File: config.mk
export PLATFORM = sky130hd
export DESIGN_NAME = ama_riscv_mem_arb_flat
export DESIGN_NICKNAME = d
export VERILOG_FILES = /design/src/rtl/ama_riscv_mem_arb_if.sv /design/src/rtl/ama_riscv_mem_arb.sv /design/src/flat_wrapper.sv
export SDC_FILE = /design/constraint.sdc
export NUM_CORES = 1
export LEC_CHECK = 0
export BUFFER_PORTS_ARGS = -buffer_cell sky130_fd_sc_hd__buf_2
export CAP_MARGIN = 15
export CORE_AREA = 3 3 301 303
export DETAILED_ROUTE_END_ITERATION = 16
export DIE_AREA = 0 0 304 306
export HOLD_SLACK_MARGIN = 0.06
export PLACE_DENSITY = 0.38
export SETUP_SLACK_MARGIN = 0.3
export SYNTH_ARGS = -nofsm -noshare
export SYNTH_HDL_FRONTEND = slang
export SYNTH_SLANG_ARGS = --single-unit
File: constraint.sdc
create_clock -name clk -period 6.62 [get_ports clk]
set_input_delay 1.324 -clock clk [delete_from_list [all_inputs] [get_ports clk]]
set_output_delay 1.324 -clock clk [all_outputs]
set_load 0.01 [all_outputs]
File: src/rtl/ama_riscv_mem_arb_if.sv
// ama_riscv_mem_arb_if
// Bundles the three cache-side request channels, the two cache-side read
// response channels, the backing-memory request/response channels and the
// busy flag of the shared memory arbiter.
//   master : arbiter view (accepts cache requests, drives the memory request,
//            routes memory read data back to the caches)
//   slave  : environment view (the two caches plus the backing memory)
// Parameters: AW line address width, DW line data width.
interface ama_riscv_mem_arb_if #(
  parameter int AW = 28,
  parameter int DW = 128
);
  // icache line read
  logic          req_imem_valid;
  logic          req_imem_ready;
  logic [AW-1:0] req_imem_addr;
  logic          rsp_imem_valid;
  logic          rsp_imem_ready;
  logic [DW-1:0] rsp_imem_data;
  // dcache line read
  logic          req_dmem_r_valid;
  logic          req_dmem_r_ready;
  logic [AW-1:0] req_dmem_r_addr;
  logic          rsp_dmem_valid;
  logic          rsp_dmem_ready;
  logic [DW-1:0] rsp_dmem_data;
  // dcache writeback
  logic          req_dmem_w_valid;
  logic          req_dmem_w_ready;
  logic [AW-1:0] req_dmem_w_addr;
  logic [DW-1:0] req_dmem_w_data;
  // backing memory
  logic          mem_req_valid;
  logic          mem_req_ready;
  logic          mem_req_we;
  logic [AW-1:0] mem_req_addr;
  logic [DW-1:0] mem_req_wdata;
  logic          mem_rsp_valid;
  logic          mem_rsp_ready;
  logic [DW-1:0] mem_rsp_data;
  // status
  logic          arb_busy;

  modport master (
    input  req_imem_valid, req_imem_addr, rsp_imem_ready,
    output req_imem_ready, rsp_imem_valid, rsp_imem_data,
    input  req_dmem_r_valid, req_dmem_r_addr, rsp_dmem_ready,
    output req_dmem_r_ready, rsp_dmem_valid, rsp_dmem_data,
    input  req_dmem_w_valid, req_dmem_w_addr, req_dmem_w_data,
    output req_dmem_w_ready,
    output mem_req_valid, mem_req_we, mem_req_addr, mem_req_wdata,
    input  mem_req_ready,
    input  mem_rsp_valid, mem_rsp_data,
    output mem_rsp_ready,
    output arb_busy
  );

  modport slave (
    output req_imem_valid, req_imem_addr, rsp_imem_ready,
    input  req_imem_ready, rsp_imem_valid, rsp_imem_data,
    output req_dmem_r_valid, req_dmem_r_addr, rsp_dmem_ready,
    input  req_dmem_r_ready, rsp_dmem_valid, rsp_dmem_data,
    output req_dmem_w_valid, req_dmem_w_addr, req_dmem_w_data,
    input  req_dmem_w_ready,
    input  mem_req_valid, mem_req_we, mem_req_addr, mem_req_wdata,
    output mem_req_ready,
    output mem_rsp_valid, mem_rsp_data,
    input  mem_rsp_ready,
    input  arb_busy
  );
endinterface

File: src/rtl/ama_riscv_mem_arb.sv
// ama_riscv_mem_arb
// Shares one backing-memory port between the icache line-read channel and
// the dcache line-read / writeback channels. One transaction is in flight
// at a time; the read response is steered to the cache that issued it.
// Ports:
//   clk  rising-edge clock
//   rst  asynchronous active-high reset
//   bus  ama_riscv_mem_arb_if.master (cache requests/responses, memory
//        request/response, arb_busy)
module ama_riscv_mem_arb #(
  parameter int AW = 28,
  parameter int DW = 128
) (
  input  logic                clk,
  input  logic                rst,
  ama_riscv_mem_arb_if.master bus
);

  typedef enum logic [1:0] {
    IDLE    = 2'd0,
    ISSUE   = 2'd1,
    WAIT_RD = 2'd2
  } state_t;

  state_t        state_r;
  state_t        state_nxt_s;
  logic          prio_i_r;    // 1: I side wins the next I/D tie
  logic          owner_i_r;   // 1: in-flight read belongs to the icache
  logic          mem_req_we_r;
  logic [AW-1:0] mem_req_addr_r;
  logic [DW-1:0] mem_req_wdata_r;

  logic grant_i_s;
  logic grant_dw_s;
  logic grant_dr_s;
  logic accept_s;
  logic rsp_i_sel_s;
  logic rsp_d_sel_s;
  logic mem_rsp_ready_s;

  // IDLE arbitration: D side offers the writeback ahead of its refill so an
  // eviction always lands in memory before the line is re-read.
  always_comb begin
    grant_i_s  = 1'b0;
    grant_dw_s = 1'b0;
    grant_dr_s = 1'b0;
    if ((state_r == IDLE) && !rst) begin
      if (bus.req_imem_valid &&
          (!(bus.req_dmem_w_valid || bus.req_dmem_r_valid) || prio_i_r)) begin
        grant_i_s = 1'b1;
      end else if (bus.req_dmem_w_valid) begin
        grant_dw_s = 1'b1;
      end else if (bus.req_dmem_r_valid) begin
        grant_dr_s = 1'b1;
      end else begin
        grant_i_s = 1'b0;
      end
    end else begin
      grant_i_s = 1'b0;
    end
    // A ready is only raised toward a valid requester, so a grant is a handshake.
    accept_s = grant_i_s || grant_dw_s || grant_dr_s;
  end

  // Response steering and next-state decode.
  always_comb begin
    rsp_i_sel_s     = (state_r == WAIT_RD) && owner_i_r;
    rsp_d_sel_s     = (state_r == WAIT_RD) && !owner_i_r;
    mem_rsp_ready_s = (rsp_i_sel_s && bus.rsp_imem_ready) ||
                      (rsp_d_sel_s && bus.rsp_dmem_ready);
    state_nxt_s     = state_r;
    case (state_r)
      IDLE: begin
        if (accept_s) begin
          state_nxt_s = ISSUE;
        end else begin
          state_nxt_s = IDLE;
        end
      end
      ISSUE: begin
        if (bus.mem_req_ready) begin
          state_nxt_s = mem_req_we_r ? IDLE : WAIT_RD;
        end else begin
          state_nxt_s = ISSUE;
        end
      end
      WAIT_RD: begin
        if (bus.mem_rsp_valid && mem_rsp_ready_s) begin
          state_nxt_s = IDLE;
        end else begin
          state_nxt_s = WAIT_RD;
        end
      end
      default: state_nxt_s = IDLE;
    endcase
  end

  // State register.
  always_ff @(posedge clk or posedge rst) begin
    if (rst) begin
      state_r <= IDLE;
    end else begin
      state_r <= state_nxt_s;
    end
  end

  // Request payload, owner and priority captured on the grant handshake.
  always_ff @(posedge clk or posedge rst) begin
    if (rst) begin
      prio_i_r        <= 1'b0;
      owner_i_r       <= 1'b0;
      mem_req_we_r    <= 1'b0;
      mem_req_addr_r  <= {AW{1'b0}};
      mem_req_wdata_r <= {DW{1'b0}};
    end else if (accept_s) begin
      owner_i_r       <= grant_i_s;
      prio_i_r        <= !grant_i_s;
      mem_req_we_r    <= grant_dw_s;
      mem_req_addr_r  <= grant_i_s  ? bus.req_imem_addr :
                         grant_dw_s ? bus.req_dmem_w_addr : bus.req_dmem_r_addr;
      mem_req_wdata_r <= grant_dw_s ? bus.req_dmem_w_data : {DW{1'b0}};
    end
  end

  assign bus.req_imem_ready   = grant_i_s;
  assign bus.req_dmem_w_ready = grant_dw_s;
  assign bus.req_dmem_r_ready = grant_dr_s;

  assign bus.mem_req_valid = (state_r == ISSUE);
  assign bus.mem_req_we    = mem_req_we_r;
  assign bus.mem_req_addr  = mem_req_addr_r;
  assign bus.mem_req_wdata = mem_req_wdata_r;
  assign bus.mem_rsp_ready = mem_rsp_ready_s;

  assign bus.rsp_imem_valid = rsp_i_sel_s && bus.mem_rsp_valid;
  assign bus.rsp_dmem_valid = rsp_d_sel_s && bus.mem_rsp_valid;
  assign bus.rsp_imem_data  = rsp_i_sel_s ? bus.mem_rsp_data : {DW{1'b0}};
  assign bus.rsp_dmem_data  = rsp_d_sel_s ? bus.mem_rsp_data : {DW{1'b0}};

  assign bus.arb_busy = (state_r != IDLE);

endmodule
File: src/flat_wrapper.sv
// flat-port wrapper written by rule: the top's interface ports become plain ports
module ama_riscv_mem_arb_flat 
#(
  parameter int AW = 28,
  parameter int DW = 128
)
  (clk, rst, bus_req_imem_valid, bus_req_imem_addr, bus_rsp_imem_ready, bus_req_imem_ready, bus_rsp_imem_valid, bus_rsp_imem_data, bus_req_dmem_r_valid, bus_req_dmem_r_addr, bus_rsp_dmem_ready, bus_req_dmem_r_ready, bus_rsp_dmem_valid, bus_rsp_dmem_data, bus_req_dmem_w_valid, bus_req_dmem_w_addr, bus_req_dmem_w_data, bus_req_dmem_w_ready, bus_mem_req_valid, bus_mem_req_we, bus_mem_req_addr, bus_mem_req_wdata, bus_mem_req_ready, bus_mem_rsp_valid, bus_mem_rsp_data, bus_mem_rsp_ready, bus_arb_busy);
  ama_riscv_mem_arb_if #(.AW(AW), .DW(DW)) bus_i ();
  input  logic clk;
  input  logic rst;
  input wire logic [$bits(bus_i.req_imem_valid)-1:0] bus_req_imem_valid;
  input wire logic [$bits(bus_i.req_imem_addr)-1:0] bus_req_imem_addr;
  input wire logic [$bits(bus_i.rsp_imem_ready)-1:0] bus_rsp_imem_ready;
  output wire logic [$bits(bus_i.req_imem_ready)-1:0] bus_req_imem_ready;
  output wire logic [$bits(bus_i.rsp_imem_valid)-1:0] bus_rsp_imem_valid;
  output wire logic [$bits(bus_i.rsp_imem_data)-1:0] bus_rsp_imem_data;
  input wire logic [$bits(bus_i.req_dmem_r_valid)-1:0] bus_req_dmem_r_valid;
  input wire logic [$bits(bus_i.req_dmem_r_addr)-1:0] bus_req_dmem_r_addr;
  input wire logic [$bits(bus_i.rsp_dmem_ready)-1:0] bus_rsp_dmem_ready;
  output wire logic [$bits(bus_i.req_dmem_r_ready)-1:0] bus_req_dmem_r_ready;
  output wire logic [$bits(bus_i.rsp_dmem_valid)-1:0] bus_rsp_dmem_valid;
  output wire logic [$bits(bus_i.rsp_dmem_data)-1:0] bus_rsp_dmem_data;
  input wire logic [$bits(bus_i.req_dmem_w_valid)-1:0] bus_req_dmem_w_valid;
  input wire logic [$bits(bus_i.req_dmem_w_addr)-1:0] bus_req_dmem_w_addr;
  input wire logic [$bits(bus_i.req_dmem_w_data)-1:0] bus_req_dmem_w_data;
  output wire logic [$bits(bus_i.req_dmem_w_ready)-1:0] bus_req_dmem_w_ready;
  output wire logic [$bits(bus_i.mem_req_valid)-1:0] bus_mem_req_valid;
  output wire logic [$bits(bus_i.mem_req_we)-1:0] bus_mem_req_we;
  output wire logic [$bits(bus_i.mem_req_addr)-1:0] bus_mem_req_addr;
  output wire logic [$bits(bus_i.mem_req_wdata)-1:0] bus_mem_req_wdata;
  input wire logic [$bits(bus_i.mem_req_ready)-1:0] bus_mem_req_ready;
  input wire logic [$bits(bus_i.mem_rsp_valid)-1:0] bus_mem_rsp_valid;
  input wire logic [$bits(bus_i.mem_rsp_data)-1:0] bus_mem_rsp_data;
  output wire logic [$bits(bus_i.mem_rsp_ready)-1:0] bus_mem_rsp_ready;
  output wire logic [$bits(bus_i.arb_busy)-1:0] bus_arb_busy;
  assign bus_i.req_imem_valid = bus_req_imem_valid;
  assign bus_i.req_imem_addr = bus_req_imem_addr;
  assign bus_i.rsp_imem_ready = bus_rsp_imem_ready;
  assign bus_req_imem_ready = bus_i.req_imem_ready;
  assign bus_rsp_imem_valid = bus_i.rsp_imem_valid;
  assign bus_rsp_imem_data = bus_i.rsp_imem_data;
  assign bus_i.req_dmem_r_valid = bus_req_dmem_r_valid;
  assign bus_i.req_dmem_r_addr = bus_req_dmem_r_addr;
  assign bus_i.rsp_dmem_ready = bus_rsp_dmem_ready;
  assign bus_req_dmem_r_ready = bus_i.req_dmem_r_ready;
  assign bus_rsp_dmem_valid = bus_i.rsp_dmem_valid;
  assign bus_rsp_dmem_data = bus_i.rsp_dmem_data;
  assign bus_i.req_dmem_w_valid = bus_req_dmem_w_valid;
  assign bus_i.req_dmem_w_addr = bus_req_dmem_w_addr;
  assign bus_i.req_dmem_w_data = bus_req_dmem_w_data;
  assign bus_req_dmem_w_ready = bus_i.req_dmem_w_ready;
  assign bus_mem_req_valid = bus_i.mem_req_valid;
  assign bus_mem_req_we = bus_i.mem_req_we;
  assign bus_mem_req_addr = bus_i.mem_req_addr;
  assign bus_mem_req_wdata = bus_i.mem_req_wdata;
  assign bus_i.mem_req_ready = bus_mem_req_ready;
  assign bus_i.mem_rsp_valid = bus_mem_rsp_valid;
  assign bus_i.mem_rsp_data = bus_mem_rsp_data;
  assign bus_mem_rsp_ready = bus_i.mem_rsp_ready;
  assign bus_arb_busy = bus_i.arb_busy;
  ama_riscv_mem_arb #(.AW(AW), .DW(DW)) u_core (.clk(clk), .rst(rst), .bus(bus_i));
endmodule
==> flow_metrics.py <==
metrics = {
    "outcome": {
        "status": "completed",
    },
    "critical_path": {
        "rr_startpoint": "u_core.prio_i_r$_DFFE_PP0P_",
        "r2r_end": "u_core.bus.mem_req_wdata[59]$_DFFE_PP0P_",
        "r2r_cells": 5,
        "cp.arrival_ns": 3.15,
        "crit_type": "register to output port",
        "crit_path_cell_trace": "nand2b_1 -> nor2_4 -> buf_4 -> and2_1 -> buf_2",
        "r2r_slack_ns": 3.72,
        "slowest_stage": "nor2_4",
        "crit_path_end_kind": "output port",
        "cp.required_ns": 5.30,
        "start_kind": "register",
        "cpPeakStageDelay_ns": 0.76,
        "crit_fanout": 91,
    },
    "clock_tree": {
        "cts_setup_buffers": 0,
        "worst_setup_hold_path_clk_slew_ns": 0.07,
        "cts_hold_buffers": 0,
        "numCtsBuffers": 17,
        "cts_resized": 0,
        "htreeDepth": 4,
        "cts_tree": "yes",
        "clkSinkCount": 161,
        "clock_latency_ns": 0.49,
        "clk_path_buf_depth": 2,
        "cts-root-buf": "clkbuf_16",
    },
    "cells_and_area": {
        "nets": 1810,
        "fill_cells": 10031,
        "ff_latch_area_um2": 4030,
        "drive_gt1_frac": 0.572,
        "multi_input_area_um2": 3650,
        "area_delta_synth_final_pct": 70.6,
    },
    "min_path": {
        "whs_path_depth": 1,
        "hold_end": "u_core.bus.mem_req_wdata[99]$_DFFE_PP0P_",
        "hold_start": "u_core.bus.mem_req_wdata[99]$_DFFE_PP0P_",
        "hp-class": "register to register",
    },
    "synth": {
        "synth-main-ff-cell": "dfrtp_1",
        "ys_seq_area_frac": 0.502,
        "ys_warn_count": 0,
        "synth_top_area_frac": 0.502,
        "syn-cell-area_um2": 8030,
        "synth_seq_cells": 161,
        "synth-async-reset-ratio": 1.00,
        "synth_cells": 734,
        "synth_cell_types": 30,
        "synth_edf_count": 0,
        "synth_nets": 1083,
        "ys_top_cells_by_area": "dfrtp_1 (50%), and2_1 (20%), a22o_1 (14%), a2bb2oi_2 (1.9%), o221ai_2 (1.9%)",
        "yosys.area.top_type": "dfrtp_1",
        "yosys-top-cells-count": "and2_1 (258), dfrtp_1 (161), a22o_1 (129), clkbuf_1 (29), nand2_1 (28)",
        "synth_area_per_cell_um2": 10.9,
        "post-synth-top-count-cell": "and2_1",
    },
    "power_and_ir_drop": {
        "switchingPower_mw": 2.08,
        "power_density_nw_per_um2": 364,
        "pwr-share-seq": 0.342,
        "ir_drop_mv": 0.221,
        "power_frac_comb": 0.458,
        "swShare": 0.417,
        "p_total_mw": 4.99,
        "p_leak_nw": 7.59,
        "p_clk_frac": 0.200,
        "p_int_mw": 2.91,
    },
    "die": {
        "ioPinCount": 770,
        "fp.coreArea_um2": 88200,
        "start_util": 0.0910,
        "die_w_um": 304,
        "rows": 109,
        "die-area_um2": 93000,
        "die_h_um": 306,
    },
    "timing": {
        "relSlewSlack": 0.330,
        "max_slew.worst_pin.slew_ns": 1.01,
        "maxSlewViolCount": 0,
        "fin_crit_ns": 4.47,
        "fin_worst_skew_ns": 0.0222,
        "tns_ns": 0,
        "rsz0062_at_grt": "false",
        "hold_violations": 0,
        "min_period_over_period": 0.675,
        "setup_viol": 0,
        "fmax_ghz": 0.224,
    },
    "grt": {
        "overflow": 0,
        "grt_pass1_wl_um": 77600,
        "grt_util_all_layers": 0.121,
        "antenna_found_initial": 45,
        "grt_pass1_vias": 9201,
        "grt_max_degree": 112,
    },
    "routing": {
        "drt-total-wl_um": 58200,
        "drt_iter0_markers": 455,
        "num_vias": 9069,
        "drc": 0,
        "viasPerCell": 3.42,
        "wl_per_cell_um": 22.0,
        "final_antenna_net_count": 0,
        "dr.pass1.iters": 4,
    },
    "placement": {
        "io_buffers": 769,
        "hpwl_um": 48800,
        "gp_congestion": 0.853,
    },
    "flow_run": {
        "cap_viol_max_count": 0,
    },
}
power by group through the flow:
stage | clock [mW] | combinational, mW | sequential [mW]
after floorplan | 0 | 0.979 | 1.90
after global placement | 0 | 2.34 | 1.72
after detailed placement | 0 | 2.37 | 1.70
after CTS | 1.06 | 2.36 | 1.71
after global routing | 1.08 | 2.49 | 1.76
final | 0.998 | 2.28 | 1.71
how the worst max path moves through the flow:
stage / start / slack [ns] / end / cells past startpoint
after CTS: u_core.state_r[0]$_DFF_PP0_ / 2.06 / bus_rsp_imem_data[12] / 5
final: u_core.state_r[0]$_DFF_PP0_ / 2.15 / bus_rsp_imem_data[104] / 5
after floorplan: rst / 0.95 / u_core.bus.mem_req_addr[0]$_DFFE_PP0P_ / 1
after global placement: bus_req_dmem_r_valid / 2.48 / bus_req_dmem_r_ready / 6
after detailed placement: bus_req_dmem_r_valid / 2.50 / bus_req_dmem_r_ready / 6
after global routing: u_core.state_r[0]$_DFF_PP0_ / 1.86 / bus_rsp_imem_data[12] / 5
metal layers:
layer	GRT usage	wire length [um]
met1	0.124	20500
met2	0.226	30800
met3	0.0506	5730
met4	0.0298	996
met5	0	267
area by class of cell:
type                            count  area share
Clock inverter                     14     0.00922
Clock buffer                       18      0.0320
Multi-Input combinational cell    496       0.267
Antenna cell                       13     0.00237
Tap cell                         1165       0.106
Timing Repair Buffer              779       0.287
Sequential cell                   161       0.294
Inverter                            6     0.00201
placed cells by master (no fill, tap or decap), drive strengths merged:
master and n:
nand2 28, and3 1, diode 13, inv 11, or3 1, nand4b 1
a21oi 2, a2bb2oi 27, clkinvlp 3, buf 779, a22o 129, a21bo 1
o221ai 27, nor3 2, o22ai 1, or2 1, o21ai 4, and2 258
clkbuf 18, a31o 1, clkinv 6, mux2 1, a222oi 1, nor2 6
dfrtp 161, nand2b 3, o21bai 1
sequential cells by signal, indices dropped and copies added, names as in the netlist:
name                      count
u_core.bus.mem_req_wdata    128
u_core.bus.mem_req_addr      28
u_core.state_r                2
u_core.bus.mem_req_we         1
u_core.owner_i_r              1
u_core.prio_i_r               1
kinds of logic after synthesis:
| family | Yosys count | share of synthesized area |
|---|---|---|
| AO/OA/AOI/OAI | 194 | 0.224 |
| buffers and inverters | 77 | 0.0477 |
| flip-flops | 161 | 0.502 |
| multiplexers | 1 | 0.00140 |
| AND/OR/NAND/NOR | 301 | 0.225 |
critical path, delay by kind of cell, from the launching register on:
| family | cells | cell delay [ns] |
|---|---|---|
| buffers and inverters | 2 | 0.85 |
| flip-flops | 1 | 0.42 |
| AND/OR/NAND/NOR | 3 | 1.25 |
through the flow:
step	std cells	hold slack, ns	util	setup WS, ns	instance area, um^2
finish	2652	0.494	0.155	2.15	13700
global route	2649	0.507	0.155	1.86	13700
CTS	2639	0.501	0.155	2.06	13700
detailed placement	2607	0.477	0.149	2.50	13100
global placement	2607	0.477	0.149	2.48	13100
floorplan	734	0.483	-	0.948	8030
No activity file was read; power rests on OpenSTA's default activity.
